## config.mk

```make
export PLATFORM = sky130hd
export DESIGN_NAME = i2c_slave
export DESIGN_NICKNAME = d
export VERILOG_FILES = /design/src/rtl/i2c_slave.sv
export SDC_FILE = /design/constraint.sdc
export NUM_CORES = 1
export LEC_CHECK = 0
export ABC_AREA = 1
export ABC_CLOCK_PERIOD_IN_PS = 4400
export CELL_PAD_IN_SITES_DETAIL_PLACEMENT = 0
export CELL_PAD_IN_SITES_GLOBAL_PLACEMENT = 1
export CORE_MARGIN = 2
export CORE_UTILIZATION = 40
export DETAILED_ROUTE_END_ITERATION = 8
export DONT_BUFFER_PORTS = 1
export PLACE_DENSITY_LB_ADDON = 0.1
export SYNTH_ARGS = -nofsm -noshare
export SYNTH_HDL_FRONTEND = slang
export SYNTH_SLANG_ARGS = --single-unit
```

## constraint.sdc

```tcl
create_clock -name clk_i -period 4.4 [get_ports clk_i]
set_input_delay 0.88 -clock clk_i [delete_from_list [all_inputs] [get_ports clk_i]]
set_output_delay 0.88 -clock clk_i [all_outputs]
set_load 0.05 [all_outputs]
```

## src/rtl/i2c_slave.sv

```systemverilog
// I2C target decoding the on-chip master's register protocol into register-file strobes.
// Optional burst addressing: define I2C_SLAVE_AUTO_INC_EN to auto-increment reg_addr_o.
`timescale 1ns/1ps

module i2c_slave #(
   parameter int SYNC_STAGES = 2
) (
   input  logic       clk_i,
   input  logic       rst_i,
   input  logic       enable_i,
   input  logic [6:0] slave_addr_i,
   input  logic       scl_i,
   input  logic       sda_i,
   output logic       sda_o,
   output logic       sda_oe_o,
   output logic [7:0] reg_addr_o,
   output logic       reg_we_o,
   output logic [7:0] reg_wdata_o,
   output logic       reg_re_o,
   input  logic [7:0] reg_rdata_i,
   output logic       busy_o,
   output logic       nack_o
);

   typedef enum logic [3:0] {
      S_IDLE,
      S_ADDR,
      S_ACK_ADDR,
      S_REG,
      S_ACK_REG,
      S_WDATA,
      S_ACK_WDATA,
      S_RDATA,
      S_ACK_RD
   } state_t;

   logic [SYNC_STAGES-1:0] scl_sync;
   logic [SYNC_STAGES-1:0] sda_sync;
   logic                   scl_s;
   logic                   sda_s;
   logic                   scl_d;
   logic                   sda_d;
   logic                   start_det;
   logic                   stop_det;
   logic                   scl_rise;
   logic                   scl_fall;

   state_t                 state;
   logic [3:0]             bit_cnt;
   logic [7:0]             shift;
   logic                   rw;
   logic [7:0]             rx_byte;

   // Open-drain pad: the drive value is fixed low, only the enable toggles.
   assign sda_o = 1'b0;

   // Input synchronisers reset to the idle-bus level so reset never fakes a START.
   always_ff @(posedge clk_i or posedge rst_i) begin
      if (rst_i) begin
         scl_sync <= '1;
         sda_sync <= '1;
         scl_d    <= 1'b1;
         sda_d    <= 1'b1;
      end else begin
         scl_sync <= {scl_sync[SYNC_STAGES-2:0], scl_i};
         sda_sync <= {sda_sync[SYNC_STAGES-2:0], sda_i};
         scl_d    <= scl_s;
         sda_d    <= sda_s;
      end
   end

   assign scl_s     = scl_sync[SYNC_STAGES-1];
   assign sda_s     = sda_sync[SYNC_STAGES-1];
   assign start_det = scl_s & scl_d & sda_d & ~sda_s;
   assign stop_det  = scl_s & scl_d & ~sda_d & sda_s;
   assign scl_rise  = scl_s & ~scl_d;
   assign scl_fall  = ~scl_s & scl_d;
   assign rx_byte   = {shift[6:0], sda_s};

   // Protocol FSM. During the ACK states sda_oe_o doubles as the phase flag:
   // the first SCL fall starts the ACK pulse, the second one ends it.
   always_ff @(posedge clk_i or posedge rst_i) begin
      if (rst_i) begin
         state       <= S_IDLE;
         bit_cnt     <= 4'd0;
         shift       <= 8'd0;
         rw          <= 1'b0;
         sda_oe_o    <= 1'b0;
         reg_addr_o  <= 8'd0;
         reg_we_o    <= 1'b0;
         reg_wdata_o <= 8'd0;
         reg_re_o    <= 1'b0;
         busy_o      <= 1'b0;
         nack_o      <= 1'b0;
      end else begin
         reg_we_o <= 1'b0;
         reg_re_o <= 1'b0;
         if (reg_re_o) begin
            shift <= reg_rdata_i;
         end
`ifdef I2C_SLAVE_AUTO_INC_EN
         if (reg_we_o) begin
            reg_addr_o <= reg_addr_o + 8'd1;
         end
`endif
         if (!enable_i) begin
            state    <= S_IDLE;
            sda_oe_o <= 1'b0;
            busy_o   <= 1'b0;
         end else if (start_det) begin
            state    <= S_ADDR;
            bit_cnt  <= 4'd0;
            nack_o   <= 1'b0;
            sda_oe_o <= 1'b0;
         end else if (stop_det) begin
            state    <= S_IDLE;
            sda_oe_o <= 1'b0;
            busy_o   <= 1'b0;
         end else begin
            case (state)
               S_IDLE: begin
                  sda_oe_o <= 1'b0;
               end

               S_ADDR: begin
                  if (scl_rise) begin
                     shift <= rx_byte;
                     if (bit_cnt == 4'd7) begin
                        bit_cnt <= 4'd0;
                        if (shift[6:0] == slave_addr_i) begin
                           busy_o <= 1'b1;
                           rw     <= sda_s;
                           state  <= S_ACK_ADDR;
                        end else begin
                           busy_o <= 1'b0;
                           state  <= S_IDLE;
                        end
                     end else begin
                        bit_cnt <= bit_cnt + 4'd1;
                     end
                  end
               end

               S_ACK_ADDR: begin
                  if (scl_fall) begin
                     if (!sda_oe_o) begin
                        sda_oe_o <= 1'b1;
                     end else if (rw) begin
                        sda_oe_o <= ~shift[7];
                        shift    <= {shift[6:0], 1'b0};
                        bit_cnt  <= 4'd1;
                        state    <= S_RDATA;
                     end else begin
                        sda_oe_o <= 1'b0;
                        state    <= S_REG;
                     end
                  end else if (scl_rise && sda_oe_o && rw) begin
                     reg_re_o <= 1'b1;
                  end
               end

               S_REG: begin
                  if (scl_rise) begin
                     shift <= rx_byte;
                     if (bit_cnt == 4'd7) begin
                        bit_cnt    <= 4'd0;
                        reg_addr_o <= rx_byte;
                        state      <= S_ACK_REG;
                     end else begin
                        bit_cnt <= bit_cnt + 4'd1;
                     end
                  end
               end

               S_ACK_REG, S_ACK_WDATA: begin
                  if (scl_fall) begin
                     if (!sda_oe_o) begin
                        sda_oe_o <= 1'b1;
                     end else begin
                        sda_oe_o <= 1'b0;
                        state    <= S_WDATA;
                     end
                  end
               end

               S_WDATA: begin
                  if (scl_rise) begin
                     shift <= rx_byte;
                     if (bit_cnt == 4'd7) begin
                        bit_cnt     <= 4'd0;
                        reg_wdata_o <= rx_byte;
                        reg_we_o    <= 1'b1;
                        state       <= S_ACK_WDATA;
                     end else begin
                        bit_cnt <= bit_cnt + 4'd1;
                     end
                  end
               end

               S_RDATA: begin
                  if (scl_fall) begin
                     if (bit_cnt == 4'd8) begin
                        sda_oe_o <= 1'b0;
                        bit_cnt  <= 4'd0;
                        state    <= S_ACK_RD;
                     end else begin
                        sda_oe_o <= ~shift[7];
                        shift    <= {shift[6:0], 1'b0};
                        bit_cnt  <= bit_cnt + 4'd1;
                     end
                  end
               end

               S_ACK_RD: begin
                  if (scl_rise) begin
                     if (sda_s) begin
                        nack_o <= 1'b1;
                        state  <= S_IDLE;
                     end else begin
                        reg_re_o <= 1'b1;
`ifdef I2C_SLAVE_AUTO_INC_EN
                        reg_addr_o <= reg_addr_o + 8'd1;
`endif
                        bit_cnt  <= 4'd0;
                        state    <= S_RDATA;
                     end
                  end
               end

               default: begin
                  state    <= S_IDLE;
                  sda_oe_o <= 1'b0;
               end
            endcase
         end
      end
   end

endmodule
```

==> results.tsv <==
metric	value	unit
layout_common_cells	nand2_1, dfrtp_1, nor2_1, inv_1, nand3_1	
fill_cells	724	
syn-cell-area	2748	sq um
worstSetupPathType	reg2out	
worst_r2r_path_depth	7	
holdPathStages	0	
peakVddDrop	111.1	uV
clk_path_buf_depth	2	
grt_pass1_vias	2163	
antenna_found_initial	0	
antennaDiodeCount	0	
power_density	288.8	nW/um^2
coreArea	6719	sq um
finalMaxSlewViolations	0	
fp.dieW	86.88	um
syn_area_per_cell	7.426	sq um
wirelength	6302	um
synth.distinct_cells	37	
synth_cells	370	
final-hold-violation-count	0	
period_needed	2093	ps
synth_area_leaders	dfrtp_1, nand2_1, o21ai_2, dfstp_2, nor2_1	
start_util	40.89	%
grt_pass1_wl	10560	um
io_buffers	0	
p_leak	1.581	nW
gp_congestion	0.8877	
grt_overflow	0	
synth_ff_type	dfrtp_1	
dpl.hpwl	4825	um
clock_skew	5.235	ps
num_rows	30	
grtUsageTotal	18.16	%
dieArea	7548	sq um
layout_commonest_cell	nand2_1	
hold_buffers	0	
drtIter0Drc	91	
power	0.8372	mW
ys_seq_area_share	40.35	%
syn_to_final_growth	5.510	%
fin_setup_tns	0	ps
h-tree-depth	2	
crit_path_end_kind	primary output	
numCtsBuffers	5	
yosysWarnings	0	
hold_path_class	reg2reg	
r2r_start	sda_sync[1]$_DFF_PP1_	
syn-num-nets	392	
synth-edff-count	0	
synth_top_area_share	34.61	%
status	finished, final reports clean	
min_period_over_period	47.56	%
cts_sinks	44	
max_freq	477.9	MHz
insertion_delay	300	ps
ant_nets	0	
final_nets	391	
cts_root_buf	clkbuf_8	
vias	2228	
wl_per_cell	14.00	um
r2r_slack	2590	ps
crit_required	3520	ps
drc	0	
rsz0062_at_grt	false	
via_per_inst	4.951	
post_cts_buffers	0	
clk_pin_slew	90	ps
dr.pass1.iters	4	
worstMarginPinSlew	913.7	ps
grt_max_degree	45	
ctsResizeCount	0	
cts_tree	yes	
worstHoldStart	scl_sync[0]$_DFF_PP1_	
crit_path_start_kind	flop	
slew_headroom	39.00	%
cp_max_fo	16	
reg2reg_to	reg_addr_o[4]$_DFFE_PP0P_	
hold_path_end	scl_sync[1]$_DFF_PP1_	
die_h	86.88	um
max_cap_viol_count	0	
layout-drive-gt1-share	21.08	%
setup_viol	0	
io_pins	42	
cp.arrival	1210	ps
ys_async_sr_fraction	100.0	%
yosys.area.top_type	dfrtp_1	
ys_ff_latch	44	
==> layer usage <==
layer / GRT usage, % / vias to the layer above / routed length (um)
li1: - / 1166 / -
met5: 0 / - / 0
met3: 4.834 / 14 / 392
met4: 6.676 / 0 / 153
met2: 29.42 / 59 / 2857
met1: 23.23 / 989 / 2898
==> metrics by stage <==
step / hold slack (ps) / setup WS (ps) / util, % / cells / cell area (sq um)
floorplan: 345.2 / 2499 / - / 370 / 2748
global placement: 346.3 / 2568 / 41.42 / 442 / 2783
detailed placement: 347.2 / 2585 / 41.42 / 442 / 2783
CTS: 360.1 / 2292 / 43.15 / 450 / 2899
global route: 364.1 / 2198 / 43.15 / 450 / 2899
finish: 358.7 / 2307 / 43.15 / 450 / 2899
==> where the power goes <==
group,switching (mW),internal (mW)
Clock,0.149,0.171
Combinational,0.0635,0.0237
Sequential,0.0118,0.418
Total,0.225,0.613
==> how the worst max path moves through the flow <==
stage / from / endpoint / cells after the start
after global routing: reg_re_o$_DFF_PP0_ / reg_re_o / 0
after floorplan: rst_i / bit_cnt[0]$_DFFE_PP0P_ / 1
final: reg_re_o$_DFF_PP0_ / reg_re_o / 0
after CTS: reg_re_o$_DFF_PP0_ / reg_re_o / 0
after detailed placement: sda_sync[1]$_DFF_PP1_ / reg_addr_o[4]$_DFFE_PP0P_ / 7
after global placement: sda_sync[1]$_DFF_PP1_ / reg_addr_o[7]$_DFFE_PP0P_ / 7
==> state kept, by name, summed over array words and instances (netlist names), 2 cells and up <==
name,count
bit_cnt,4
reg_addr_o,8
reg_wdata_o,8
scl_sync,2
sda_sync,2
shift,8
state,4
==> synth_stat cells (5+ instances only) <==
library cell / instances
a21oi_1: 5
dfrtp_1: 38
dfstp_2: 6
inv_1: 36
inv_2: 8
nand2_1: 121
nand2_2: 16
nand3_1: 25
nand4_1: 5
nor2_1: 37
o21ai_0: 12
o21ai_2: 23
==> cells by family after synthesis <==
group | synth area share [%]
DFF | 40.35
and+or+nand+nor | 36.75
xor gates and xnor gates | 0.3188
muxes | 0.4098
other | 0.1365
buffers and inverters | 8.560
AOI/OAI and AO/OA | 12.57
adders and majority gates | 0.9106
==> cell type report <==
cell class	instances	area, sq um	share of cell area (%)
Clock inverter	3	47.55	1.640
Tap cell	80	100.1	3.453
Clock buffer	5	68.82	2.374
Sequential cell	44	1109	38.24
Inverter	45	170.2	5.870
Multi-Input combinational cell	273	1404	48.42
Note: power is estimated with default switching activity, not from simulation.
